$ cat config.mk
export PLATFORM = sky130hd
export DESIGN_NAME = id_ex_stage
export DESIGN_NICKNAME = d
export VERILOG_FILES = /design/src/rtl/id_ex_stage.sv
export SDC_FILE = /design/constraint.sdc
export NUM_CORES = 1
export LEC_CHECK = 0
export CORE_AREA = 4 4 141 143
export CTS_CLUSTER_DIAMETER = 200
export CTS_CLUSTER_SIZE = 20
export DETAILED_ROUTE_END_ITERATION = 8
export DIE_AREA = 0 0 145 147
export DONT_BUFFER_PORTS = 1
export HOLD_SLACK_MARGIN = 0.1
export PLACE_DENSITY = 0.62
export RECOVER_POWER = 100
export SLEW_MARGIN = 5
export SYNTH_ARGS = -nofsm -noshare
export SYNTH_HDL_FRONTEND = slang
export SYNTH_SLANG_ARGS = --single-unit
$ cat constraint.sdc
create_clock -name clk_i -period 5.7 [get_ports clk_i]
set_clock_uncertainty 0.1 [all_clocks]
set_input_delay 0.57 -clock clk_i [delete_from_list [all_inputs] [get_ports clk_i]]
set_output_delay 0.57 -clock clk_i [all_outputs]
set_load 0.03 [all_outputs]
$ cat src/rtl/id_ex_stage.sv
// ID/EX pipeline register: stall/flush control, load-use bubble insertion,
// register-file write-through bypass for captured and held operands, bubble counter.
module id_ex_stage #(
   parameter int DATA_W     = 32,
   parameter int REG_AW     = 5,
   parameter int WB_W       = 2,
   parameter int MEM_W      = 2,
   parameter int EX_W       = 4,
   parameter int MEM_RD_BIT = 0,
   parameter int CNT_W      = 16
) (
   input  logic              clk_i,
   input  logic              rst_n_i,
   input  logic              stall_i,
   input  logic              flush_i,
   input  logic              valid_i,
   input  logic [WB_W-1:0]   wb_i,
   input  logic [MEM_W-1:0]  mem_i,
   input  logic [EX_W-1:0]   ex_i,
   input  logic [DATA_W-1:0] pc_i,
   input  logic [DATA_W-1:0] rsdata_i,
   input  logic [DATA_W-1:0] rtdata_i,
   input  logic [DATA_W-1:0] imm_i,
   input  logic [REG_AW-1:0] rsaddr_i,
   input  logic [REG_AW-1:0] rtaddr_i,
   input  logic [REG_AW-1:0] rdaddr_i,
   input  logic              wb_we_i,
   input  logic [REG_AW-1:0] wb_addr_i,
   input  logic [DATA_W-1:0] wb_data_i,
   output logic              valid_o,
   output logic [WB_W-1:0]   wb_o,
   output logic [MEM_W-1:0]  mem_o,
   output logic [EX_W-1:0]   ex_o,
   output logic [DATA_W-1:0] pc_o,
   output logic [DATA_W-1:0] rsdata_o,
   output logic [DATA_W-1:0] rtdata_o,
   output logic [DATA_W-1:0] imm_o,
   output logic [5:0]        funct_o,
   output logic [REG_AW-1:0] rsaddr_o,
   output logic [REG_AW-1:0] rtaddr_o,
   output logic [REG_AW-1:0] rdaddr_o,
   output logic              hazard_o,
   output logic [CNT_W-1:0]  bubble_cnt_o
);

   logic              valid_q,  valid_d;
   logic [WB_W-1:0]   wb_q,     wb_d;
   logic [MEM_W-1:0]  mem_q,    mem_d;
   logic [EX_W-1:0]   ex_q,     ex_d;
   logic [DATA_W-1:0] pc_q,     pc_d;
   logic [DATA_W-1:0] rsdata_q, rsdata_d;
   logic [DATA_W-1:0] rtdata_q, rtdata_d;
   logic [DATA_W-1:0] imm_q,    imm_d;
   logic [REG_AW-1:0] rsaddr_q, rsaddr_d;
   logic [REG_AW-1:0] rtaddr_q, rtaddr_d;
   logic [REG_AW-1:0] rdaddr_q, rdaddr_d;
   logic [CNT_W-1:0]  cnt_q,    cnt_d;

   logic hazard;
   logic bubble;
   logic wb_hit;
   logic rs_fwd_ld, rt_fwd_ld;
   logic rs_fwd_hold, rt_fwd_hold;

   // Load in EX whose destination is a source of the decode instruction.
   assign hazard = valid_q & mem_q[MEM_RD_BIT] & (rtaddr_q != '0) & valid_i &
                   ((rtaddr_q == rsaddr_i) | (rtaddr_q == rtaddr_i));

   assign bubble      = flush_i | (~stall_i & hazard);
   assign wb_hit      = wb_we_i & (wb_addr_i != '0);
   assign rs_fwd_ld   = wb_hit & (wb_addr_i == rsaddr_i);
   assign rt_fwd_ld   = wb_hit & (wb_addr_i == rtaddr_i);
   assign rs_fwd_hold = valid_q & wb_hit & (wb_addr_i == rsaddr_q);
   assign rt_fwd_hold = valid_q & wb_hit & (wb_addr_i == rtaddr_q);

   always_comb begin
      valid_d  = valid_q;
      wb_d     = wb_q;
      mem_d    = mem_q;
      ex_d     = ex_q;
      pc_d     = pc_q;
      rsdata_d = rsdata_q;
      rtdata_d = rtdata_q;
      imm_d    = imm_q;
      rsaddr_d = rsaddr_q;
      rtaddr_d = rtaddr_q;
      rdaddr_d = rdaddr_q;
      cnt_d    = cnt_q;
      if (bubble) begin
         // Data/address fields are left as-is; only control is cleared.
         valid_d = 1'b0;
         wb_d    = '0;
         mem_d   = '0;
         ex_d    = '0;
         if (!(&cnt_q)) begin
            cnt_d = cnt_q + CNT_W'(1);
         end
      end else if (stall_i) begin
         if (rs_fwd_hold) begin
            rsdata_d = wb_data_i;
         end
         if (rt_fwd_hold) begin
            rtdata_d = wb_data_i;
         end
      end else begin
         valid_d  = valid_i;
         wb_d     = valid_i ? wb_i  : '0;
         mem_d    = valid_i ? mem_i : '0;
         ex_d     = valid_i ? ex_i  : '0;
         pc_d     = pc_i;
         rsdata_d = rs_fwd_ld ? wb_data_i : rsdata_i;
         rtdata_d = rt_fwd_ld ? wb_data_i : rtdata_i;
         imm_d    = imm_i;
         rsaddr_d = rsaddr_i;
         rtaddr_d = rtaddr_i;
         rdaddr_d = rdaddr_i;
      end
   end

   always_ff @(posedge clk_i or negedge rst_n_i) begin
      if (!rst_n_i) begin
         valid_q  <= 1'b0;
         wb_q     <= '0;
         mem_q    <= '0;
         ex_q     <= '0;
         pc_q     <= '0;
         rsdata_q <= '0;
         rtdata_q <= '0;
         imm_q    <= '0;
         rsaddr_q <= '0;
         rtaddr_q <= '0;
         rdaddr_q <= '0;
         cnt_q    <= '0;
      end else begin
         valid_q  <= valid_d;
         wb_q     <= wb_d;
         mem_q    <= mem_d;
         ex_q     <= ex_d;
         pc_q     <= pc_d;
         rsdata_q <= rsdata_d;
         rtdata_q <= rtdata_d;
         imm_q    <= imm_d;
         rsaddr_q <= rsaddr_d;
         rtaddr_q <= rtaddr_d;
         rdaddr_q <= rdaddr_d;
         cnt_q    <= cnt_d;
      end
   end

   assign valid_o      = valid_q;
   assign wb_o         = wb_q;
   assign mem_o        = mem_q;
   assign ex_o         = ex_q;
   assign pc_o         = pc_q;
   assign rsdata_o     = rsdata_q;
   assign rtdata_o     = rtdata_q;
   assign imm_o        = imm_q;
   assign funct_o      = imm_q[5:0];
   assign rsaddr_o     = rsaddr_q;
   assign rtaddr_o     = rtaddr_q;
   assign rdaddr_o     = rdaddr_q;
   assign hazard_o     = hazard;
   assign bubble_cnt_o = cnt_q;

endmodule

### Yosys cells after proc, flatten, opt, wreduce, memory -nomap -nowiden

Index checks and enable logic that the tools add are counted.

* register bits: 168
* input port bits: 194
* output and inout port bits: 175
* logic and storage cells: 62

* add/sub/neg operators: 1
* equality and inequality tests: 9
* multiplexer cells: 17
* bitwise operators: 16
* reduce and logical (&&, ||, !) cells: 7

Operators by type and width (count)
* 32-bit two-way mux: 6
* 5-bit equality test: 6
* 16-bit by 1-bit adder with 16-bit output (second input constant): 1
* 16-bit AND reduction: 1
* 2-bit two-way mux: 6
* 4-bit two-way mux: 3
* 1-bit bitwise AND: 11
* 5-bit nonzero test: 2
* 2-bit AND reduction: 4
* 2-bit by 1-bit inequality test with 1-bit output (second input constant): 3
* 1-bit NOT: 3
* 1-bit two-way mux: 2
* 1-bit OR: 2

### Depth between registers and ports, before layout

Gate-level depths: netlist of the first run.

* word-level depth: 8
* gate-level depth with buffers: 8
* mapped depth without buffers: 7

### Least setup slack after synthesis of the first run

OpenSTA, ideal clock, no wires.

* path kind: input to register
* start point: input port wb_addr_i[2]
* end point: register rsdata_q[0], in the netlist rsdata_o[0]
* library setup time: 125 ps
* data arrival time: 2426 ps
* required time: 5475 ps
* setup slack: 3049 ps
* stages on the path: 7
* cell sequence: buf_2 -> or4_4 -> o21a_4 -> a41oi_4 -> buf_8 -> mux2_1 -> mux2_2

* longest elaborated chain between the ends: 6
* elaborated cells on any way between the ends: 11

Ends and longest elaborated chain
* start: declaration: line 28 `input logic [REG_AW-1:0] wb_addr_i,`
* 5-bit nonzero test: line 70 `assign wb_hit = wb_we_i & (wb_addr_i != '0);`
* 1-bit bitwise AND: line 70
* 1-bit bitwise AND (2 in series): line 73 `assign rs_fwd_hold = valid_q & wb_hit & (wb_addr_i == rsaddr_q);`
* 2-bit by 1-bit inequality test with 1-bit output (no source line)
* 2-bit AND reduction (no source line)
* end signal: assignment: line 140 `rsdata_q <= rsdata_d;`
* end: declaration: line 51 `logic [DATA_W-1:0] rsdata_q, rsdata_d;`

Several ways; a longest one is shown, not always the timed one.
A chain may end at the register's enable or synchronous reset.

### Worst setup path in the final report of the first run

* start point: register rtaddr_q[1], in the netlist rtaddr_o[1]
* end point: register rsdata_q[23], in the netlist rsdata_o[23]

* longest elaborated chain between the ends: 8
* elaborated cells on any way between the ends: 11

Ends and longest elaborated chain
* start: declaration: line 55 `logic [REG_AW-1:0] rtaddr_q, rtaddr_d;`
* start signal: assignment: line 144 `rtaddr_q <= rtaddr_d;`
* 5-bit nonzero test: line 66 `assign hazard = valid_q & mem_q[MEM_RD_BIT] & (rtaddr_q != '0) & valid_i &`
* 1-bit bitwise AND (2 in series): line 66
* 1-bit bitwise AND (*): line 66
* 1-bit bitwise AND (*): line 69 `assign bubble = flush_i | (~stall_i & hazard);`
* 1-bit OR (*): line 69
* 1-bit NOT (no source line) (*)
* 2-bit AND reduction (no source line) (*)

Mark *: on every way between the ends. The rest lies on a longest branch, timed or not.

==> results.sh, run 1 <==
export IMPL_grt_pass1_vias=4839
export IMPL_cts_clk_slew_worst_paths_ns=0.07
export IMPL_hp_class="in2async"
export IMPL_crit_end="rsdata_o[23]"
export IMPL_worstPathCellList="or4_4 > o2111ai_4 > o21ai_4 > o21ai_1 > mux2_2"
export IMPL_fin_ws_ns=1.52
export IMPL_cp_required_ns=5.89
export IMPL_clockBufferDepth=2
export IMPL_rsz0062_at_grt="no"
export IMPL_cp_top_family="compound AO/OA/AOI/OAI gates"
export IMPL_crit_path_top_delay_cell="o21ai_1"
export IMPL_gp_congestion=0.806
export IMPL_powerDensity_nw_per_um2=412
export IMPL_row_count=50
export IMPL_rrSetupSlack_ns=1.52
export IMPL_fin_crit_sh_pct=73.3
export IMPL_multi_input_area_um2=3260
export IMPL_synth_area_per_cell_um2=14.7
export IMPL_utilization_pct=45.3
export IMPL_ys_async_sr_fraction_pct=100
export IMPL_first_pass_iters=4
export IMPL_worstPathMaxFanout=32
export IMPL_port_buffers=0
export IMPL_register_area_um2=4200
export IMPL_worst_slew_pin_slew_ns=3.17
export IMPL_vdd_drop_max_mv=0.206
export IMPL_tns_ns=0
export IMPL_drv_cap=2
export IMPL_vias=4335
export IMPL_root_buffer="clkbuf_16"
export IMPL_place_ws_ns=2.33
export IMPL_synth_top_family_by_area="multiplexers"
export IMPL_syn_area_um2=7750
export IMPL_synth_ff_type="dfrtp_1"
export IMPL_synth_adder_area_share_pct=0.161
export IMPL_cp_start_kind="register"
export IMPL_grt_overflow_total=0
export IMPL_worstSetupStartpoint="rtaddr_o[1]"
export IMPL_ios=369
export IMPL_synth_cells=526
export IMPL_grt_usage_pct=18.1
export IMPL_reg2reg_to="rsdata_o[23]"
export IMPL_core_area_um2=18600
export IMPL_ff2ff_path_depth=5
export IMPL_htree_levels=4
export IMPL_critPathBufInv=0
export IMPL_synth_compound_area_share_pct=3.39
export IMPL_drt_iter0_drc=95
export IMPL_nFillCells=1675
export IMPL_grt_pass1_wl_um=30100
export IMPL_dp_hpwl_um=15000
export IMPL_die_h_um=147
export IMPL_final_hold_viol_count=0
export IMPL_drc=0
export IMPL_setup_viol=0
export IMPL_antenna_left=0
export IMPL_routedWlPerCell_um=25.9
export IMPL_ys_types=39
export IMPL_cp_slowest_stage_delay_ns=1.72
export IMPL_fmax_ghz=0.239
export IMPL_ys_seq_area_share_pct=54.2
export IMPL_cp_num_cells=5
export IMPL_yosys_area_share_simple_pct=3.47
export IMPL_outcome="finished with violations"
export IMPL_cts_tree="built"
export IMPL_synthXorXnorAreaFrac_pct=5.09
export IMPL_leakage_nw=3.42
export IMPL_avgViaCountPerCell=5.68
export IMPL_slew_headroom_pct=-113
export IMPL_crit_type="reg2reg"
export IMPL_synth_mux_area_share_pct=30.2
export IMPL_cp_data_arrival_time_ns=4.37
export IMPL_clock_latency_ns=0.41
export IMPL_post_cts_resized=0
export IMPL_crit_path_end_kind="register"
export IMPL_violations="capacitance limit, slew limit"
export IMPL_dieArea_um2=21300
export IMPL_post_cts_buffers=0
export IMPL_ys_ff_latch=168
export IMPL_cts_buffers=17
export IMPL_yosys_warnings=0
export IMPL_synth_edf_count=0
export IMPL_slew_viol_final=66
export IMPL_chipWidth_um=145
export IMPL_start_util_pct=41.7
export IMPL_period_minus_slack_ns=4.18
export IMPL_drive_above_1_share_pct=34.1
export IMPL_grt_max_degree=169
export IMPL_synthToLayoutAreaGrowth_pct=8.49
export IMPL_r2r_start="rtaddr_o[1]"
export IMPL_wl_um=19700
export IMPL_cts_sinks=168
export IMPL_nNetsFinal=710
export IMPL_antenna_found_initial=1
export IMPL_syn_nets=721
placed cells by master, fill, tap and decap left out, types with 2 or more instances in the layout:
master,n
a32o_1,8
a41oi_4,2
and2_1,2
and3_1,2
buf_4,2
bufinv_16,2
clkbuf_16,17
clkinv_2,2
clkinv_4,2
dfrtp_1,168
inv_6,6
mux2_1,71
mux2_2,137
nand2_1,8
nand3_1,6
nand4_1,7
nand4b_1,2
nor2_1,7
nor3_1,7
o21ai_1,2
or4_4,2
xnor2_1,24
xor2_1,21
repair_timing:
| item | in CTS | in global routing |
|---|---|---|
| hold buffers | 2 | 0 |
| endpoints found under the setup margin | 0 | 0 |
| endpoints found under the hold margin | 169 | 0 |
cell type report:
| type | instances | area share [%] |
|---|---|---|
| diodes | 1 | 0.0298 |
| clock buffers | 18 | 5.10 |
| clock inverters | 14 | 1.89 |
| inverters | 1 | 0.0446 |
| multi-input cells | 322 | 38.8 |
| flip-flops and latches | 168 | 50.0 |
| well taps | 234 | 3.48 |
| repair buffers | 5 | 0.685 |
worst min-delay path by stage:
| stage | endpoint | slack (ns) | cells after the start |
|---|---|---|---|
| 3_5_place_dp | rsdata_o[7] | 0.18 | 0 |
| 5_1_grt | rsdata_o[5] | 0.12 | 1 |
| 6_report | rsdata_o[5] | 0.06 | 1 |
| 4_1_cts | rsdata_o[7] | 0.11 | 1 |
| 2_1_floorplan | bubble_cnt_o[0] | 0.17 | 0 |
| 3_3_place_gp | rsdata_o[5] | 0.18 | 0 |
cell usage after synthesis (4+ instances only):
cell	instances	area (um^2)
dfrtp_1	168	4200
mux2_2	138	1550
mux2_1	70	788
xnor2_1	24	210
xor2_1	21	184
buf_2	14	70.1
a32o_1	8	80.1
nand2_1	8	30.0
nand4_1	7	43.8
nor2_1	7	26.3
buf_4	6	45.0
buf_8	6	90.1
nand3_1	6	30.0
nor3_1	6	30.0
clkbuf_1	4	15.0
cell families (layout without fill, tap and decap cells):
group / count (synthesis) / count (layout)
compound gates: 21 / 21
fa+ha+maj: 1 / 1
other cells: 0 / 1
simple gates: 47 / 47
xor+xnor: 45 / 45
buf+inv: 36 / 38
mux: 208 / 208
flops: 168 / 168
worst reg2reg max path: stages, from the launching register on:
cell and delay, ns:
dfrtp_1 0.57, or4_4 0.63, o2111ai_4 0.27, o21ai_4 0.26
o21ai_1 1.72, mux2_2 0.51
metrics by stage:
stage          hold WS [ns]  total power (W)  instances  cell area, um^2
6_report             0.0638          0.00347        763             8410
5_1_grt               0.125          0.00363        763             8410
4_1_cts               0.106          0.00351        762             8440
3_5_place_dp          0.180          0.00233        728             7820
3_3_place_gp          0.181          0.00231        728             7820
2_1_floorplan         0.174          0.00223        526             7750
layer usage:
| metal | share of wire [%] | GRT usage (%) | vias to the layer above |
|---|---|---|---|
| met1 | 33 | 17.7 | 2189 |
| met4 | 3.3 | 7.51 | 0 |
| met3 | 13 | 11.0 | 33 |
| li1 | - | - | 1856 |
| met2 | 50 | 31.1 | 257 |
| met5 | 0 | 0 | - |
state kept, by name, indices dropped and copies added (netlist names):
name / cells
pc_o: 32
rtaddr_o: 5
rtdata_o: 32
mem_o: 2
valid_o: 1
rdaddr_o: 5
imm_o: 32
bubble_cnt_o: 16
wb_o: 2
rsdata_o: 32
ex_o: 4
rsaddr_o: 5
power breakdown:
| group | switching (W) | total, W | internal (W) |
|---|---|---|---|
| sequential | 0.000594 | 0.00197 | 0.00138 |
| clock | 0.000486 | 0.00114 | 0.000657 |
| combinational | 0.000142 | 0.000356 | 0.000213 |
| total | 0.00122 | 0.00347 | 0.00225 |
No activity file was read; power rests on OpenSTA's default activity.
==> run 2: changes to the inputs <==
clock period = 3.9 ns   (was 5.7 ns; I/O delays follow)
==> results.sh, run 2 (synthesis gave the netlist of run 1 again) <==
export IMPL_cp_start_kind="register"
export IMPL_wl_um=20500
export IMPL_grt_overflow_total=0
export IMPL_whs_ns=-0.432
export IMPL_cts_sinks=168
export IMPL_chipWidth_um=145
export IMPL_slew_headroom_pct=-21.8
export IMPL_fin_crit_sh_pct=82.6
export IMPL_setup_viol=0
export IMPL_dp_hpwl_um=14700
export IMPL_crit_end="ex_o[0]"
export IMPL_tns_ns=0
export IMPL_cts_tree="built"
export IMPL_utilization_pct=50.0
export IMPL_reg2reg_to="ex_o[0]"
export IMPL_ff2ff_path_depth=8
export IMPL_root_buffer="clkbuf_16"
export IMPL_violations="hold timing, capacitance limit, slew limit"
export IMPL_layout_common_cells="168 x dfrtp_1, 138 x mux2_2, 91 x dlygate4sd3_1"
export IMPL_antenna_found_initial=1
export IMPL_crit_path_end_kind="register"
export IMPL_cp_data_arrival_time_ns=3.48
export IMPL_ios=369
export IMPL_row_count=50
export IMPL_cts_clk_slew_worst_paths_ns=0.07
export IMPL_core_area_um2=18600
export IMPL_post_cts_resized=0
export IMPL_ctsHoldBuffers=91
export IMPL_worst_slew_pin_slew_ns=1.83
export IMPL_routedWlPerCell_um=24.0
export IMPL_grt_max_degree=169
export IMPL_port_buffers=0
export IMPL_power_total_w=0.00509
export IMPL_leakage_nw=3.79
export IMPL_drive_above_1_share_pct=29.8
export IMPL_nNetsFinal=800
export IMPL_worstPathMaxFanout=8
export IMPL_drt_iter0_drc=121
export IMPL_fmax_ghz=0.310
export IMPL_grt_usage_pct=18.8
export IMPL_drv_cap=2
export IMPL_final_hold_viol_count=168
export IMPL_clock_latency_ns=0.41
export IMPL_die_h_um=147
export IMPL_slew_viol_final=66
export IMPL_antenna_left=0
export IMPL_cts_buffers=17
export IMPL_vias=4686
export IMPL_worstSetupStartpoint="rtaddr_o[0]"
export IMPL_design_area_um2=9290
export IMPL_gp_congestion=0.767
export IMPL_outcome="finished with violations"
export IMPL_hp_class="in2async"
export IMPL_final_common_cell="dfrtp_1"
export IMPL_grt_pass1_vias=5261
export IMPL_grt_pass1_wl_um=31400
export IMPL_period_minus_slack_ns=3.22
export IMPL_synthToLayoutAreaGrowth_pct=19.8
export IMPL_vdd_drop_max_mv=0.357
export IMPL_r2r_start="rtaddr_o[0]"
export IMPL_avgViaCountPerCell=5.49
export IMPL_rrSetupSlack_ns=0.68
export IMPL_dpl_cell_area_um2=7840
export IMPL_powerDensity_nw_per_um2=548
export IMPL_htree_levels=4
export IMPL_first_pass_iters=4
export IMPL_clockBufferDepth=2
export IMPL_rsz0062_at_grt="no"
export IMPL_drc=0
export IMPL_start_util_pct=41.7
export IMPL_post_cts_buffers=0
export IMPL_dieArea_um2=21300
export IMPL_cp_required_ns=4.16
export IMPL_crit_type="reg2reg"
-- run 2: worst min-delay path by stage --
stage                 endpoint  slack [ns]
2_1_floorplan  bubble_cnt_o[0]      -0.006
3_3_place_gp         imm_o[27]      0.0004
3_5_place_dp         imm_o[27]     -0.0008
4_1_cts              imm_o[27]       -0.46
5_1_grt              imm_o[27]       -0.47
6_report             imm_o[27]       -0.43
-- run 2: critical path, cell delays in order (launching register included) --
cell	delay [ns]
dfrtp_1	0.72
xor2_1	0.20
nor3_1	0.08
a22oi_1	0.46
nor2_1	0.10
clkbuf_1	0.28
nor3_2	0.45
a32o_1	0.23
dlygate4sd3_1	0.54
-- run 2: power breakdown --
group,switching (W),internal (W),total (W)
registers,0.000876,0.00201,0.00289
clock network,0.000725,0.000914,0.00164
logic,0.000196,0.000367,0.000563
-- run 2: through the flow --
stage	cells	setup WS, ns
final	853	0.677
after global routing	853	0.465
after CTS	852	0.837
after detailed placement	729	1.12
after global placement	729	1.16
after floorplan	526	1.43
-- run 2: area by class of cell --
type                            instances  area [um^2]
Clock inverter                         14          136
Clock buffer                           18          439
Antenna cell                            1         2.50
Inverter                                1         3.75
Timing Repair Buffer                   95          937
Sequential cell                       168         4200
Fill cell                            1581         9290
Multi-Input combinational cell        322         3270
Tap cell                              234          293
-- run 2: routing by layer --
layer | GRT usage, % | vias up | routed length, um
li1 | - | 2047 | -
met1 | 19.6 | 2372 | 7340
met2 | 33.6 | 243 | 10700
met3 | 8.42 | 24 | 2050
met4 | 6.98 | 0 | 439
met5 | 0 | - | 0
==> run 3: changes to the inputs <==
PLACE_DENSITY = 0.64   (was 0.62)
clock period = 2.9 ns   (was 3.9 ns; I/O delays follow)
==> results.sh, run 3 <==
export IMPL_yosysMostFrequentCell="dfrtp_1"
export IMPL_outcome="did not finish"
export IMPL_synth_area_per_cell_um2=14.7
export IMPL_chipWidth_um=145
export IMPL_ys_seq_area_share_pct=54.2
export IMPL_synthTopCellsByCount="168 x dfrtp_1, 138 x mux2_2, 70 x mux2_1"
export IMPL_ctsHoldBuffers=156
export IMPL_yosys_warnings=0
export IMPL_clockBufferDepth=2
export IMPL_dp_hpwl_um=14100
export IMPL_dpl_cell_area_um2=7990
export IMPL_die_h_um=147
export IMPL_netlist_area_leader_share_pct=54.2
export IMPL_root_buffer="clkbuf_16"
export IMPL_ys_types=39
export IMPL_stop_error="[ERROR RSZ-0060] Max buffer count reached."
export IMPL_haltStage="clock tree synthesis (4_1_cts)"
export IMPL_post_cts_resized=0
export IMPL_cts_sinks=168
export IMPL_post_cts_buffers=0
export IMPL_row_count=50
export IMPL_syn_area_um2=7750
export IMPL_synth_cells=526
export IMPL_start_util_pct=41.7
export IMPL_htree_levels=4
export IMPL_syn_nets=721
export IMPL_ios=369
export IMPL_gp_congestion=0.816
export IMPL_port_buffers=0
export IMPL_yosys_top_cells_area="dfrtp_1 54%, mux2_2 20%, mux2_1 10%, xnor2_1 2.7%, xor2_1 2.4%"
export IMPL_cts_buffers=17
export IMPL_synth_top_area_cell="dfrtp_1"
export IMPL_ys_async_sr_fraction_pct=100
export IMPL_ys_ff_latch=168
export IMPL_synth_ff_type="dfrtp_1"
export IMPL_synth_edf_count=0
==> run 3: cell counts after synthesis <==
Identical to the previous run, type by type.
==> run 3: stage by stage <==
stage | std cells | hold WS [ns] | setup WS (ns) | util, %
3_3_place_gp | 742 | -0.0996 | 0.376 | 43.0
2_1_floorplan | 526 | -0.106 | 0.513 | -
3_5_place_dp | 742 | -0.101 | 0.326 | 43.0
==> run 3: logic make-up after synthesis <==
logic type	after synthesis	share of synthesized area [%]
muxes	208	30.2
DFF	168	54.2
and+or+nand+nor	47	3.47
xor gates and xnor gates	45	5.09
buffers and inverters	36	3.42
AOI/OAI and AO/OA	21	3.39
adders and majority gates	1	0.161
==> run 4: changes to the inputs <==
CORE_AREA = not set   (was 4 4 141 143)
CORE_MARGIN = 4   (was not set)
CORE_UTILIZATION = 30   (was not set)
CTS_CLUSTER_DIAMETER = not set   (was 200)
CTS_CLUSTER_SIZE = not set   (was 20)
DIE_AREA = not set   (was 0 0 145 147)
HOLD_SLACK_MARGIN = not set   (was 0.1)
PLACE_DENSITY = not set   (was 0.64)
PLACE_DENSITY_LB_ADDON = 0.15   (was not set)
clock period = 3.8 ns   (was 2.9 ns; I/O delays follow)
==> results.sh, run 4 (synthesis gave the netlist of run 1 again) <==
export IMPL_outcome="finished with violations"
export IMPL_violations="hold timing"
export IMPL_routedWlPerCell_um=22.1
export IMPL_vias=4530
export IMPL_grt_usage_pct=14.3
export IMPL_period_minus_slack_ns=3.21
export IMPL_antenna_cells=0
export IMPL_drc=0
export IMPL_die_h_um=169
export IMPL_gp_congestion=0.772
export IMPL_slew_headroom_pct=25.7
export IMPL_reg2reg_to="imm_o[5]"
export IMPL_port_buffers=0
export IMPL_cp_required_ns=4.00
export IMPL_row_count=58
export IMPL_grt_pass1_vias=5177
export IMPL_cp_data_arrival_time_ns=3.41
export IMPL_synthToLayoutAreaGrowth_pct=20.5
export IMPL_hp_class="in2async"
export IMPL_antenna_found_initial=0
export IMPL_dieArea_um2=28500
export IMPL_drive_above_1_share_pct=30.2
export IMPL_critPathBufInv=1
export IMPL_grt_pass1_wl_um=31400
export IMPL_fmax_ghz=0.312
export IMPL_worstPathMaxFanout=76
export IMPL_start_util_pct=30.6
export IMPL_whs_ns=-0.456
export IMPL_crit_path_end_kind="register"
export IMPL_crit_path_top_delay_cell="clkbuf_4"
export IMPL_cts_clk_slew_worst_paths_ns=0.07
export IMPL_cp_num_cells=6
export IMPL_rsz0062_at_grt="no"
export IMPL_root_buffer="clkbuf_16"
export IMPL_htree_levels=4
export IMPL_worst_slew_pin_slew_ns=1.11
export IMPL_ctsHoldBuffers=82
export IMPL_design_area_um2=9340
export IMPL_vdd_drop_max_mv=0.320
export IMPL_antenna_left=0
export IMPL_utilization_pct=36.9
export IMPL_layout_common_cells="168 x dfrtp_1, 138 x mux2_2, 82 x dlygate4sd3_1"
export IMPL_r2r_start="rtaddr_o[0]"
export IMPL_leakage_nw=3.75
export IMPL_first_pass_iters=4
export IMPL_ios=369
export IMPL_setup_viol=0
export IMPL_cp_slowest_stage_delay_ns=0.90
export IMPL_drt_iter0_drc=114
export IMPL_grt_max_degree=169
export IMPL_core_area_um2=25300
export IMPL_cts_sinks=168
export IMPL_powerDensity_nw_per_um2=562
export IMPL_cts_tree="built"
export IMPL_dpl_cell_area_um2=7950
export IMPL_final_common_cell="dfrtp_1"
export IMPL_chipWidth_um=169
export IMPL_cp_top_family="buffers and inverters"
export IMPL_worstSetupStartpoint="rtaddr_o[0]"
export IMPL_fin_crit_sh_pct=84.4
export IMPL_tns_ns=0
export IMPL_worstPathCellList="xor2_1 > nor3_1 > a22oi_1 > o21ai_4 > clkbuf_4 > mux2_2"
export IMPL_ff2ff_path_depth=6
export IMPL_avgViaCountPerCell=4.82
export IMPL_dp_hpwl_um=15000
export IMPL_rrSetupSlack_ns=0.59
export IMPL_drv_cap=0
export IMPL_slew_viol_final=0
export IMPL_clockBufferDepth=2
export IMPL_nNetsFinal=792
export IMPL_cts_buffers=17
export IMPL_final_hold_viol_count=168
export IMPL_crit_type="reg2reg"
export IMPL_grt_overflow_total=0
export IMPL_clock_latency_ns=0.42
export IMPL_wl_um=20700
export IMPL_cp_start_kind="register"
run 4: area by class of cell:
| type | instances | area [um^2] |
|---|---|---|
| fill | 2359 | 16000 |
| sequential | 168 | 4200 |
| multi-input combinational | 322 | 3270 |
| timing repair buffer | 87 | 856 |
| clock buffer | 18 | 439 |
| tap | 330 | 413 |
| clock inverter | 14 | 155 |
| inverter | 1 | 3.75 |
run 4: routing by layer:
| metal | global-route usage, % | vias up | part of all wire, % |
|---|---|---|---|
| met2 | 24.9 | 257 | 51 |
| li1 | - | 2006 | - |
| met1 | 15.9 | 2257 | 36 |
| met5 | 0 | - | 0 |
| met3 | 6.56 | 10 | 12 |
| met4 | 3.46 | 0 | 0.90 |
run 4: worst max path at each step:
stage,to,slack [ns]
after floorplan,rsdata_o[0],1.34
after global placement,imm_o[4],0.76
after detailed placement,imm_o[5],0.65
after CTS,imm_o[5],0.65
after global routing,imm_o[5],0.38
final,imm_o[5],0.59
run 4: power breakdown:
part           internal, W  total, W  switching [W]
clock             0.000901   0.00173       0.000829
sequential         0.00206   0.00295       0.000890
combinational     0.000370  0.000570       0.000200
total              0.00333   0.00525        0.00192
run 4: repair_timing:
item	CTS	global route
hold endpoints to repair	249	168
resized for setup	0	0
buffers inserted	0	0
setup endpoints to repair	0	0
run 4: stage by stage:
| step | cells | total power [W] | hold slack, ns | setup WS (ns) |
|---|---|---|---|---|
| floorplan | 526 | 0.00335 | -0.0156 | 1.34 |
| global placement | 826 | 0.00349 | -0.0114 | 0.764 |
| detailed placement | 826 | 0.00351 | -0.0112 | 0.650 |
| CTS | 940 | 0.00534 | -0.481 | 0.647 |
| global route | 940 | 0.00552 | -0.489 | 0.377 |
| finish | 940 | 0.00525 | -0.456 | 0.591 |
